`config.mk`:
```
export PLATFORM = sky130hd
export DESIGN_NAME = multicycle_controller_flat
export DESIGN_NICKNAME = d
export VERILOG_FILES = /design/src/rtl/multicycle_controller_if.sv /design/src/rtl/multicycle_controller.sv /design/src/flat_wrapper.sv
export SDC_FILE = /design/constraint.sdc
export NUM_CORES = 1
export LEC_CHECK = 0
export BUFFER_PORTS_ARGS = -buffer_cell sky130_fd_sc_hd__buf_4
export CAP_MARGIN = 20
export CORE_MARGIN = 5
export CORE_UTILIZATION = 34
export CTS_BUF_LIST = sky130_fd_sc_hd__clkbuf_8 sky130_fd_sc_hd__clkbuf_16
export DETAILED_ROUTE_END_ITERATION = 6
export GPL_TIMING_DRIVEN = 0
export PLACE_DENSITY = 0.75
export RECOVER_POWER = 100
export SLEW_MARGIN = 25
export SYNTH_ARGS = -nofsm -noshare
export SYNTH_HDL_FRONTEND = slang
export SYNTH_SLANG_ARGS = --single-unit
export TNS_END_PERCENT = 50
```
`constraint.sdc`:
```
create_clock -name clk -period 1.48 [get_ports clk]
set_input_delay 0.296 -clock clk [delete_from_list [all_inputs] [get_ports clk]]
set_output_delay 0.296 -clock clk [all_outputs]
set_load 0.005 [all_outputs]
```
`src/rtl/multicycle_controller_if.sv`:
```
// Control bundle between the multicycle controller and the RV32I dataPath.
// master = controller side (consumes IR and ALU flags, drives control word); slave = dataPath side.
interface multicycle_controller_if;
    logic [31:0] Instr;
    logic        Zero;
    logic        CarryOut;
    logic        Overflow;
    logic        Sign;
    logic        PCWrite;
    logic        AdrSrc;
    logic        MemWrite;
    logic        IRWrite;
    logic        RegWrite;
    logic [1:0]  ResultSrc;
    logic [1:0]  ALUSrcA;
    logic [1:0]  ALUSrcB;
    logic [3:0]  ALUControl;
    logic [2:0]  ImmSrc;
    logic        Illegal;

    modport master (
        input  Instr, Zero, CarryOut, Overflow, Sign,
        output PCWrite, AdrSrc, MemWrite, IRWrite, RegWrite,
        output ResultSrc, ALUSrcA, ALUSrcB, ALUControl, ImmSrc, Illegal
    );

    modport slave (
        output Instr, Zero, CarryOut, Overflow, Sign,
        input  PCWrite, AdrSrc, MemWrite, IRWrite, RegWrite,
        input  ResultSrc, ALUSrcA, ALUSrcB, ALUControl, ImmSrc, Illegal
    );
endinterface

```
`src/rtl/multicycle_controller.sv`:
```
// Moore FSM + decoder sequencing the multicycle RV32I dataPath (3-5 clocks per instruction).
// Define ILLEGAL_TRAP_EN to park unknown opcodes in a HALT state with Illegal=1 until reset.
module multicycle_controller #(
    parameter logic [3:0] RESET_STATE = 4'd0
) (
    input  logic clk,
    input  logic reset,
    multicycle_controller_if.master bus
);

    localparam logic [3:0] FETCH    = 4'd0;
    localparam logic [3:0] DECODE   = 4'd1;
    localparam logic [3:0] MEMADR   = 4'd2;
    localparam logic [3:0] MEMREAD  = 4'd3;
    localparam logic [3:0] MEMWB    = 4'd4;
    localparam logic [3:0] MEMWRITE = 4'd5;
    localparam logic [3:0] EXECR    = 4'd6;
    localparam logic [3:0] EXECI    = 4'd7;
    localparam logic [3:0] ALUWB    = 4'd8;
    localparam logic [3:0] BRANCH   = 4'd9;
    localparam logic [3:0] JAL      = 4'd10;
    localparam logic [3:0] JALR_ADR = 4'd11;
    localparam logic [3:0] JALR_PC  = 4'd12;
    localparam logic [3:0] LUI      = 4'd13;
    localparam logic [3:0] AUIPC    = 4'd14;
`ifdef ILLEGAL_TRAP_EN
    localparam logic [3:0] HALT     = 4'd15;
    localparam logic [3:0] ILL_NEXT = HALT;
`else
    localparam logic [3:0] ILL_NEXT = FETCH;
`endif

    localparam logic [6:0] OP_LOAD   = 7'b0000011;
    localparam logic [6:0] OP_STORE  = 7'b0100011;
    localparam logic [6:0] OP_RTYPE  = 7'b0110011;
    localparam logic [6:0] OP_ITYPE  = 7'b0010011;
    localparam logic [6:0] OP_BRANCH = 7'b1100011;
    localparam logic [6:0] OP_JAL    = 7'b1101111;
    localparam logic [6:0] OP_JALR   = 7'b1100111;
    localparam logic [6:0] OP_LUI    = 7'b0110111;
    localparam logic [6:0] OP_AUIPC  = 7'b0010111;

    localparam logic [3:0] ALU_ADD  = 4'd0;
    localparam logic [3:0] ALU_SUB  = 4'd1;
    localparam logic [3:0] ALU_AND  = 4'd2;
    localparam logic [3:0] ALU_OR   = 4'd3;
    localparam logic [3:0] ALU_XOR  = 4'd4;
    localparam logic [3:0] ALU_SLT  = 4'd5;
    localparam logic [3:0] ALU_SLTU = 4'd6;
    localparam logic [3:0] ALU_SLL  = 4'd7;
    localparam logic [3:0] ALU_SRL  = 4'd8;
    localparam logic [3:0] ALU_SRA  = 4'd9;

    localparam logic [2:0] IMM_I = 3'b000;
    localparam logic [2:0] IMM_S = 3'b001;
    localparam logic [2:0] IMM_B = 3'b010;
    localparam logic [2:0] IMM_J = 3'b011;
    localparam logic [2:0] IMM_U = 3'b100;

    logic [3:0] state_q, state_d;
    logic [6:0] op;
    logic [2:0] funct3;
    logic       funct7b5;
    logic       unused_instr;

    logic       pc_write, adr_src, mem_write, ir_write, reg_write;
    logic [1:0] result_src, alu_src_a, alu_src_b;
    logic [3:0] alu_control, alu_op_ctl;
    logic [2:0] imm_src;
    logic       take, lt_signed;

    assign op           = bus.Instr[6:0];
    assign funct3       = bus.Instr[14:12];
    assign funct7b5     = bus.Instr[30];
    assign unused_instr = ^{bus.Instr[31], bus.Instr[29:15], bus.Instr[11:7]};

    // funct7b5 selects SUB only for register ops; for immediates bit30 is part of imm except SRAI.
    always_comb begin
        alu_op_ctl = ALU_ADD;
        case (funct3)
            3'b000:  alu_op_ctl = (op == OP_RTYPE && funct7b5) ? ALU_SUB : ALU_ADD;
            3'b001:  alu_op_ctl = ALU_SLL;
            3'b010:  alu_op_ctl = ALU_SLT;
            3'b011:  alu_op_ctl = ALU_SLTU;
            3'b100:  alu_op_ctl = ALU_XOR;
            3'b101:  alu_op_ctl = funct7b5 ? ALU_SRA : ALU_SRL;
            3'b110:  alu_op_ctl = ALU_OR;
            default: alu_op_ctl = ALU_AND;
        endcase
    end

    assign lt_signed = bus.Sign ^ bus.Overflow;

    always_comb begin
        take = 1'b0;
        case (funct3)
            3'b000:  take = bus.Zero;
            3'b001:  take = ~bus.Zero;
            3'b100:  take = lt_signed;
            3'b101:  take = ~lt_signed;
            3'b110:  take = ~bus.CarryOut;
            3'b111:  take = bus.CarryOut;
            default: take = 1'b0;
        endcase
    end

    always_comb begin
        imm_src = IMM_I;
        case (op)
            OP_STORE:        imm_src = IMM_S;
            OP_BRANCH:       imm_src = IMM_B;
            OP_JAL:          imm_src = IMM_J;
            OP_LUI, OP_AUIPC: imm_src = IMM_U;
            default:         imm_src = IMM_I;
        endcase
    end

    always_comb begin
        state_d     = FETCH;
        pc_write    = 1'b0;
        adr_src     = 1'b0;
        mem_write   = 1'b0;
        ir_write    = 1'b0;
        reg_write   = 1'b0;
        result_src  = 2'b00;
        alu_src_a   = 2'b00;
        alu_src_b   = 2'b00;
        alu_control = ALU_ADD;
        case (state_q)
            FETCH: begin
                ir_write   = 1'b1;
                pc_write   = 1'b1;
                alu_src_b  = 2'b10;
                result_src = 2'b10;
                state_d    = DECODE;
            end
            DECODE: begin
                // ALUOut = OldPC + imm: branch/JAL target computed speculatively here
                alu_src_a = 2'b01;
                alu_src_b = 2'b01;
                case (op)
                    OP_LOAD, OP_STORE: state_d = MEMADR;
                    OP_RTYPE:          state_d = EXECR;
                    OP_ITYPE:          state_d = EXECI;
                    OP_BRANCH:         state_d = BRANCH;
                    OP_JAL:            state_d = JAL;
                    OP_JALR:           state_d = JALR_ADR;
                    OP_LUI:            state_d = LUI;
                    OP_AUIPC:          state_d = AUIPC;
                    default:           state_d = ILL_NEXT;
                endcase
            end
            MEMADR: begin
                alu_src_a = 2'b10;
                alu_src_b = 2'b01;
                state_d   = (op == OP_LOAD) ? MEMREAD : MEMWRITE;
            end
            MEMREAD: begin
                adr_src = 1'b1;
                state_d = MEMWB;
            end
            MEMWB: begin
                result_src = 2'b01;
                reg_write  = 1'b1;
            end
            MEMWRITE: begin
                adr_src   = 1'b1;
                mem_write = 1'b1;
            end
            EXECR: begin
                alu_src_a   = 2'b10;
                alu_control = alu_op_ctl;
                state_d     = ALUWB;
            end
            EXECI: begin
                alu_src_a   = 2'b10;
                alu_src_b   = 2'b01;
                alu_control = alu_op_ctl;
                state_d     = ALUWB;
            end
            ALUWB: reg_write = 1'b1;
            BRANCH: begin
                alu_src_a   = 2'b10;
                alu_control = ALU_SUB;
                pc_write    = take;
            end
            JAL, JALR_PC: begin
                // PC <- ALUOut (target) while ALU forms OldPC+4 for the link write
                alu_src_a = 2'b01;
                alu_src_b = 2'b10;
                pc_write  = 1'b1;
                state_d   = ALUWB;
            end
            JALR_ADR: begin
                alu_src_a = 2'b10;
                alu_src_b = 2'b01;
                state_d   = JALR_PC;
            end
            LUI: begin
                result_src = 2'b11;
                reg_write  = 1'b1;
            end
            AUIPC: begin
                alu_src_a = 2'b01;
                alu_src_b = 2'b01;
                state_d   = ALUWB;
            end
`ifdef ILLEGAL_TRAP_EN
            HALT: state_d = HALT;
`endif
            default: state_d = FETCH;
        endcase
    end

    always_ff @(posedge clk or negedge reset) begin
        if (!reset) state_q <= RESET_STATE;
        else        state_q <= state_d;
    end

    // Write enables are gated by reset so an abandoned instruction never commits.
    assign bus.PCWrite    = pc_write & reset;
    assign bus.IRWrite    = ir_write & reset;
    assign bus.RegWrite   = reg_write & reset;
    assign bus.MemWrite   = mem_write & reset;
    assign bus.AdrSrc     = adr_src;
    assign bus.ResultSrc  = result_src;
    assign bus.ALUSrcA    = alu_src_a;
    assign bus.ALUSrcB    = alu_src_b;
    assign bus.ALUControl = alu_control;
    assign bus.ImmSrc     = imm_src;
`ifdef ILLEGAL_TRAP_EN
    assign bus.Illegal    = (state_q == HALT);
`else
    assign bus.Illegal    = 1'b0;
`endif

endmodule

```
`src/flat_wrapper.sv`:
```
// flat-port wrapper written by rule: the top's interface ports become plain ports
module multicycle_controller_flat 
#(
    parameter logic [3:0] RESET_STATE = 4'd0
)
  (clk, reset, bus_Instr, bus_Zero, bus_CarryOut, bus_Overflow, bus_Sign, bus_PCWrite, bus_AdrSrc, bus_MemWrite, bus_IRWrite, bus_RegWrite, bus_ResultSrc, bus_ALUSrcA, bus_ALUSrcB, bus_ALUControl, bus_ImmSrc, bus_Illegal);
  multicycle_controller_if bus_i ();
  input  logic clk;
  input  logic reset;
  input wire logic [$bits(bus_i.Instr)-1:0] bus_Instr;
  input wire logic [$bits(bus_i.Zero)-1:0] bus_Zero;
  input wire logic [$bits(bus_i.CarryOut)-1:0] bus_CarryOut;
  input wire logic [$bits(bus_i.Overflow)-1:0] bus_Overflow;
  input wire logic [$bits(bus_i.Sign)-1:0] bus_Sign;
  output wire logic [$bits(bus_i.PCWrite)-1:0] bus_PCWrite;
  output wire logic [$bits(bus_i.AdrSrc)-1:0] bus_AdrSrc;
  output wire logic [$bits(bus_i.MemWrite)-1:0] bus_MemWrite;
  output wire logic [$bits(bus_i.IRWrite)-1:0] bus_IRWrite;
  output wire logic [$bits(bus_i.RegWrite)-1:0] bus_RegWrite;
  output wire logic [$bits(bus_i.ResultSrc)-1:0] bus_ResultSrc;
  output wire logic [$bits(bus_i.ALUSrcA)-1:0] bus_ALUSrcA;
  output wire logic [$bits(bus_i.ALUSrcB)-1:0] bus_ALUSrcB;
  output wire logic [$bits(bus_i.ALUControl)-1:0] bus_ALUControl;
  output wire logic [$bits(bus_i.ImmSrc)-1:0] bus_ImmSrc;
  output wire logic [$bits(bus_i.Illegal)-1:0] bus_Illegal;
  assign bus_i.Instr = bus_Instr;
  assign bus_i.Zero = bus_Zero;
  assign bus_i.CarryOut = bus_CarryOut;
  assign bus_i.Overflow = bus_Overflow;
  assign bus_i.Sign = bus_Sign;
  assign bus_PCWrite = bus_i.PCWrite;
  assign bus_AdrSrc = bus_i.AdrSrc;
  assign bus_MemWrite = bus_i.MemWrite;
  assign bus_IRWrite = bus_i.IRWrite;
  assign bus_RegWrite = bus_i.RegWrite;
  assign bus_ResultSrc = bus_i.ResultSrc;
  assign bus_ALUSrcA = bus_i.ALUSrcA;
  assign bus_ALUSrcB = bus_i.ALUSrcB;
  assign bus_ALUControl = bus_i.ALUControl;
  assign bus_ImmSrc = bus_i.ImmSrc;
  assign bus_Illegal = bus_i.Illegal;
  multicycle_controller #(.RESET_STATE(RESET_STATE)) u_core (.clk(clk), .reset(reset), .bus(bus_i));
endmodule
```
======== Yosys cells after proc, flatten, opt, wreduce, memory -nomap -nowiden ========
Cells that the tools add are included.
operators by class
  equal/unequal tests ..................... 30
  mux-type cells .......................... 17
  bitwise operators ....................... 8
  reductions and logical operators ........ 13
operators with widths
  operator            number
  $pmux 4 s8          1
  $eq 4x4->1 const B  7
  $pmux 4 s7          1
  $pmux 4 s6          1
  $eq 7x6->1 const B  3
  $eq 7x7->1 const B  3
  $eq 4x3->1 const B  4
  $reduce_or 5->1     3
  $eq 7x5->1 const B  2
  $eq 3x3->1 const B  4
  $pmux 3 s4          1
  $eq 4x2->1 const B  2
  $pmux 2 s2          2
  $pmux 4 s2          1
  $reduce_or 2->1     4
  $eq 7x2->1 const B  1
  $eq 3x2->1 const B  2
  $mux 1              6
  $pmux 1 s6          1
  $pmux 2 s3          1
  $reduce_or 3->1     2
  $and 1x1->1         4
  $eq 4x1->1 const B  1
  $logic_not 4->1     1
  other kinds (8)     10
word-level totals
  register bits ........................... 4
  logic and storage cells ................. 69

======== Logic depth before layout (Yosys ltp) ========
Gate-level depths: netlist of run 1.
  word-level depth ........................ 5
  depth in mapped cells ................... 5

======== Worst setup path before layout of run 1 ========
Ideal clock, no wire load.
  path type ............................... input-to-reg
  start point ............................. input bus_Instr[2]
  end point ............................... register u_core.state_q[2]
  library setup time ...................... 135 ps
  arrival time ............................ 1498 ps
  slack ................................... -153 ps
  cell stages on the path ................. 5
  buffers on the path ..................... 1
  cell sequence ........................... buf_6 > or3_4 > or4_4 > a21oi_1 > o32ai_1
on the way
  longest elaborated chain between the ends .. 4
  elaborated cells between the ends (all ways) .. 13
ends and longest elaborated chain
  what                                             RTL line                                                    text
  start, declared                                  flat_wrapper.sv:10                                          input wire logic [$bits(bus_i.Instr)-1:0] bus_Instr;
  $eq 7x6->1 / $eq 7x2->1 (equally long branches)  multicycle_controller.sv:141, multicycle_controller.sv:156
  $reduce_or 2->1                                  multicycle_controller.sv:141                                case (op)
  $pmux 4 s8                                       multicycle_controller.sv:141
  $pmux 4 s6 (*)                                   multicycle_controller.sv:129                                case (state_q)
  net u_core.state_d[2]                            multicycle_controller.sv:60                                 logic [3:0] state_q, state_d;
  end signal, assigned                             multicycle_controller.sv:217                                else state_q <= state_d;
  end, declared                                    multicycle_controller.sv:60
Mark *: on every way through the listed nets, which the timed path passes. The rest lies on a longest branch.

======== Final worst setup path of run 1 ========
  start point ............................. register u_core.state_q[3]
  end point ............................... output bus_IRWrite
on the way
  longest elaborated chain between the ends .. 3
ends and longest elaborated chain
  what             RTL line                      text
  $logic_not 4->1  multicycle_controller.sv:129
  $mux 1           multicycle_controller.sv:129
  $and 1x1->1      multicycle_controller.sv:222  assign bus.IRWrite = ir_write & reset;
  end, declared    flat_wrapper.sv:18            output wire logic [$bits(bus_i.IRWrite)-1:0] bus_IRWrite;
Every way passes these cells.

==> results of run 1 <==
[critical path, cell delays in order (launching register included)]
cell and delay, ns:
dfrtp_2 0.43, buf_6 0.14, or3_4 0.34, nor3b_2 0.17, buf_4 0.13
[stage by stage]
| stage | instance area, µm² | util (%) |
|---|---|---|
| 4_1_cts | 1130 | 59.0 |
| 6_report | 1230 | 63.9 |
| 3_5_place_dp | 948 | 49.3 |
| 5_1_grt | 1230 | 63.9 |
| 2_1_floorplan | 682 | - |
| 3_3_place_gp | 948 | 49.3 |
[power by group through the flow]
stage	Combinational, µW	Clock, µW	Sequential [µW]
after floorplan	285	0	144
after global placement	489	0	149
after detailed placement	497	0	150
after CTS	604	234	163
after global routing	728	243	177
final	673	232	176
[path summary, 6_finish.rpt]
check	from	to	slack [ns]	cells past startpoint
max in group asynchronous	reset	u_core.state_q[0]	0.66	2
max	u_core.state_q[3]	bus_IRWrite	-0.24	4
min reg2reg	u_core.state_q[1]	u_core.state_q[2]	0.71	2
max reg2reg	u_core.state_q[3]	u_core.state_q[0]	-0.01	6
min	bus_Instr[3]	u_core.state_q[0]	0.32	2
min in group asynchronous	reset	u_core.state_q[3]	0.63	2
[layout make-up]
cell class | instances | area [µm²] | area share (%)
buffer | 7 | 60.1 | 4.89
multi-input combinational | 81 | 616 | 50.1
inverter | 8 | 32.5 | 2.65
sequential | 4 | 105 | 8.55
tap | 27 | 33.8 | 2.75
clock buffer | 3 | 41.3 | 3.36
timing repair buffer | 45 | 340 | 27.7
[cell usage after synthesis (4+ instances only)]
cell,number
inv_1,7
nor3_1,4
nand3_1,5
a21oi_1,4
xnor2_1,8
nand2_1,10
clkbuf_1,4
o21ai_0,4
dfrtp_1,4
o21ai_1,4
nor2_1,9
xor2_1,4
[per-layer routing]
layer  share of wire, %  global-route usage [%]
met5                  0                       0
met4                1.1                    8.30
met3                3.3                    1.63
met2                 56                    30.9
met1                 39                    16.2
[cells by family after synthesis]
kind of cell	after synthesis	synth area share (%)
other cells	1	0.553
flops	4	14.8
compound gates	23	23.3
buf+inv	16	10.5
simple gates	44	34.0
xor+xnor	12	15.5
mux	1	1.48
[repair_timing]
action / in CTS / in global routing
pin swaps: 6 / 14
setup buffers: 9 / 4
hold endpoints to repair: 4 / 0
resized for setup: 20 / 23
hold buffers: 1 / 0
setup endpoints to repair: 16 / 19
==> results by group, run 1 <==
Final layout
  • Final cell count without fillers: 175
  • Area Overhead vs Synth: 81.2%
  • Share of cells above drive strength 1: 52.0%
  • Reg with most FFs: u_core.state_q
  • Largest register FFs: 4
  • Most common cell after layout, fill and taps aside: buf_4
  • Top Registers: u_core.state_q: 4 flops
  • # diodes: 0
  • Nets: 188
  • Fillers: about 180
  • Most frequent cells in the layout: buf_4 (42), nand2_1 (9), inv_1 (7), xnor2_1 (7), nor2_1 (6)

Outcome
  • Outcome: complete, but fails checks
  • Failing checks: negative setup slack

Critical path
  • Worst Path Required: ~1.2 ns
  • Crit Path Category: reg2out
  • CP arrival: around 1.4 ns
  • Worst setup EP type: output port
  • Crit start category: register
  • Crit-path max FO: 5

Logic synthesis
  • Yosys cell types: 39
  • EDFF count, synth: 0
  • Register area share after synthesis: around 15%
  • Top-area cell type share of the netlist area: 14.8%
  • Post-synthesis cell count: around 100
  • Post-Syn Area: around 680 µm²
  • Synth Register Bits: 4
  • Ys async rst share: 100%
  • Average cell area after synthesis: roughly 6.7 µm²
  • Area contributors post-synth: dfrtp_1 (15%), xnor2_1 (10%), nand2_1 (5.5%), xor2_1 (5.2%), nor2_1 (5.0%)
  • Post-synth top flop: dfrtp_1
  • Ys Warns: 0
  • Largest area contributor in the netlist: dfrtp_1
  • Syn nets: 139

STA
  • Final worst slack: -0.243 ns
  • Slew Viols, Final: 0
  • Max Freq: about 0.58 GHz
  • Hold Vio Cnt, Final: 0
  • Worst Skew: about 0.0043 ns
  • Final Cycle Share: 116%
  • Hold Slack: approximately 0.32 ns
  • Final Critical Period: roughly 1.7 ns
  • Setup_tns: -2.43 ns
  • Final setup fails: 16
  • RSZ-0062 raised after global routing: true

Drt
  • Pre-antenna DRT Iters: 4
  • Wirelength per Cell: about 14 µm
  • Routed WL: 2390 µm
  • DRC: 0
  • ANT nets after route: 0
  • DR vias: just under 900
  • Starting DRC count in detailed routing: 11
  • Vias per inst: 5.06

GRT
  • First-pass GRT wire length: about 3500 µm
  • Initial antenna violation count: 0
  • GR Overflow Total: 0
  • Vias in the first global route: approximately 900
  • Pin count of the biggest net entering global routing: 11
  • Gr usage total: 15.9%

Pwr
  • Comb power frac: between 60% and 70%
  • Power, Total: between 1000 and 1500 µW
  • Internal: a little under 700 µW
  • LEAKAGE: between 0.0005 and 0.0006 µW
  • Peak VDD IR: approximately 550 µV
  • Switch share: a little under two fifths
  • Clock power frac: roughly 22%
  • Power Density: a little under 900 nW/µm²
  • Reg power frac: between 15 and 20%
  • Net Switching: between 300 and 400 µW

Placed design
  • Post-place setup slack: -0.271 ns
  • Routability Congestion: around 0.74
  • Input/output buffers: 31
  • Post-detail-place hpwl: 1540 µm
  • Placed instance count: about 160

CTS
  • Worst skew pair latency: approximately 0.22 ns
  • CTS buffer count: 3
  • Max clock buf depth: 2
  • Worst-path clk slew: 0.03 ns
  • Root buffer cell: clkbuf_8
  • TritonCTS clock tree: built
  • CTS Sinks: 4
  • CTS HTree Levels: 1

Floorplan
  • Ports: 57
  • Core area: 1920 µm²
  • Row Count: 16
  • Die ar.: about 3000 µm²
  • Die W: ~55 µm
  • Initial Util: 35.3%
  • Vert. Die Dim: 54.7 µm

Min path
  • Hold Path Class: in2reg

Run
  • Max cap viols: 0
(Power assumes the default switching activity.)
==> run 2: changes to the inputs <==
- REMOVE_ABC_BUFFERS: not set -> 1
==> results by group, run 2 (same netlist as run 1, synthesis figures left out) <==
Outcome
  • Outcome: complete, but fails checks
  • Failing checks: negative setup slack

STA
  • RSZ-0062 raised after global routing: true
  • Final Critical Period: 1.70 ns (-0.0251 ns)
  • Final setup fails: 17 (+1)
  • Hold Vio Cnt, Final: 0 (unchanged)
  • Final worst slack: -0.217 ns (+0.0251 ns)
  • Final Cycle Share: 115% (-1.7 points)
  • Slew Viols, Final: 0 (unchanged)
  • Max Freq: 0.589 GHz (+1.5%)
  • Worst Skew: 0.000807 ns (-0.00350 ns)

Drt
  • Pre-antenna DRT Iters: 4 (unchanged)
  • DR vias: 865 (-2.3%)
  • Wirelength per Cell: 12.8 µm (-6.3%)
  • Vias per inst: 5.06 (about the same)
  • Routed WL: 2180 µm (-8.4%)
  • ANT nets after route: 0 (unchanged)
  • Starting DRC count in detailed routing: 14 (+3)
  • DRC: 0 (unchanged)

Floorplan
  • Vert. Die Dim: 54.7 µm (unchanged)
  • Die ar.: 2990 µm² (unchanged)
  • Core area: 1920 µm² (unchanged)
  • Row Count: 16 (unchanged)
  • Initial Util: 35.3% (unchanged)
  • Die W: 54.7 µm (unchanged)
  • Ports: 57 (unchanged)

CTS
  • CTS HTree Levels: 1 (unchanged)
  • Worst skew pair latency: 0.22 ns (about the same)
  • CTS buffer count: 3 (unchanged)
  • CTS Sinks: 4 (unchanged)
  • TritonCTS clock tree: built
  • Root buffer cell: clkbuf_8
  • Worst-path clk slew: 0.03 ns (about the same)
  • Max clock buf depth: 2 (unchanged)

Critical path
  • CP max stage cell: dfrtp_2
  • Worst setup EP type: output port
  • Crit Path Category: reg2out
  • Family with the most delay on the worst path: simple AND/OR/NAND/NOR gates
  • CP max stage delay: 0.45 ns (+0.02 ns)
  • Crit path cell chain: nor3_1 > nand2_1 > o21ai_1 > buf_4
  • Crit start category: register
  • Crit-path max FO: 6 (+1)
  • CP arrival: 1.40 ns (-0.03 ns)
  • Worst Path Required: 1.18 ns (about the same)
  • Buf/Inv on CP: 1 (-1)

Pwr
  • Clock power frac: 21.2% (-0.3 points)
  • Switch share: 35.0% (-1.9 points)
  • Peak VDD IR: 520 µV (-4.7%)
  • Internal: 706 µW (+3.4%)
  • Comb power frac: 64.6% (+2.4 points)
  • Power Density: 927 nW/µm² (+5.3%)
  • LEAKAGE: 0.000559 µW (-2.9%)
  • Net Switching: 379 µW (-4.9%)
  • Reg power frac: 14.3% (-2.0 points)

Final layout
  • Area Overhead vs Synth: 72.7%
  • Nets: 184 (-2.1%)
  • Core Util, Final: 60.9% (-3.0 points)
  • Share of cells above drive strength 1: 50.0% (-2.0 points)
  • Largest register FFs: 4 (unchanged)
  • Most common cell after layout, fill and taps aside: buf_4
  • # diodes: 0 (unchanged)
  • Fillers: 187 (+2.7%)
  • Top Registers: u_core.state_q: 4 flops
  • Most frequent cells in the layout: buf_4 (41), nand2_1 (9), inv_1 (7)
  • Reg with most FFs: u_core.state_q

Run
  • Max cap viols: 0 (unchanged)

Placed design
  • Input/output buffers: 34 (+9.7%)
  • Post-detail-place hpwl: 1560 µm (+1.3%)
  • Post-place setup slack: -0.230 ns (+0.0414 ns)
  • Routability Congestion: 0.728 (-2.3%)

GRT
  • Initial antenna violation count: 0 (unchanged)
  • GR Overflow Total: 0 (unchanged)
  • Pin count of the biggest net entering global routing: 10 (-1)
  • First-pass GRT wire length: 3510 µm (+0.60%)
  • Gr usage total: 15.5% (-0.40 points)
  • Vias in the first global route: 816 (-6.7%)

Min path
  • Hold Path Class: in2reg
-- run 2: area by class of cell --
| cell class | count | area [µm²] | area share [%] |
|---|---|---|---|
| flip-flops and latches | 4 | 105 | 8.97 |
| clock buffers | 3 | 41.3 | 3.53 |
| well taps | 27 | 33.8 | 2.88 |
| inverters | 8 | 30.0 | 2.56 |
| repair buffers | 48 | 373 | 31.8 |
| multi-input cells | 81 | 588 | 50.2 |
-- run 2: power groups by stage --
| stage | logic, µW | clock network [µW] | registers, µW |
|---|---|---|---|
| final | 701 | 230 | 155 |
| after global routing | 770 | 246 | 156 |
| after CTS | 657 | 231 | 152 |
| after detailed placement | 442 | 0 | 194 |
| after global placement | 429 | 0 | 191 |
| after floorplan | 224 | 0 | 178 |
-- run 2: what timing repair did --
action | CTS | global route
setup buffers | 11 | 3
cloned | 0 | 0
setup endpoints to repair | 17 | 20
resized for setup | 18 | 12
hold endpoints to repair | 4 | 0
pin swaps | 6 | 11
hold buffers | 1 | 0
-- run 2: metal layers --
metal	global-route usage [%]	share of wire (%)	vias to the layer above
met5	0	0	-
met4	3.73	0.50	0
met3	1.91	3.7	2
met2	27.0	52	17
met1	19.9	43	404
li1	-	-	442
-- run 2: stage by stage --
step                power, µW  setup TNS (ns)  hold slack (ns)  instances  area [µm²]
detailed placement        635           -1.36            0.115        154         926
global placement          621           -1.18            0.112        154         926
CTS                      1040           -1.81            0.314        169        1110
global route             1170           -3.54            0.376        171        1170
floorplan                 402         -0.0415         0.000409         93         637
finish                   1090           -2.05            0.379        171        1170
-- run 2: path summary, 6_finish.rpt --
kind	start	to	slack (ns)	cells past startpoint
worst max-delay path	u_core.state_q[1]	bus_ALUSrcB[0]	-0.22	4
worst min register to register	u_core.state_q[0]	u_core.state_q[3]	0.70	2
min in group asynchronous	reset	u_core.state_q[3]	0.49	2
worst max register to register	u_core.state_q[1]	u_core.state_q[0]	0.05	3
worst min-delay path	bus_Instr[3]	u_core.state_q[0]	0.38	2
max in group asynchronous	reset	u_core.state_q[0]	0.81	2
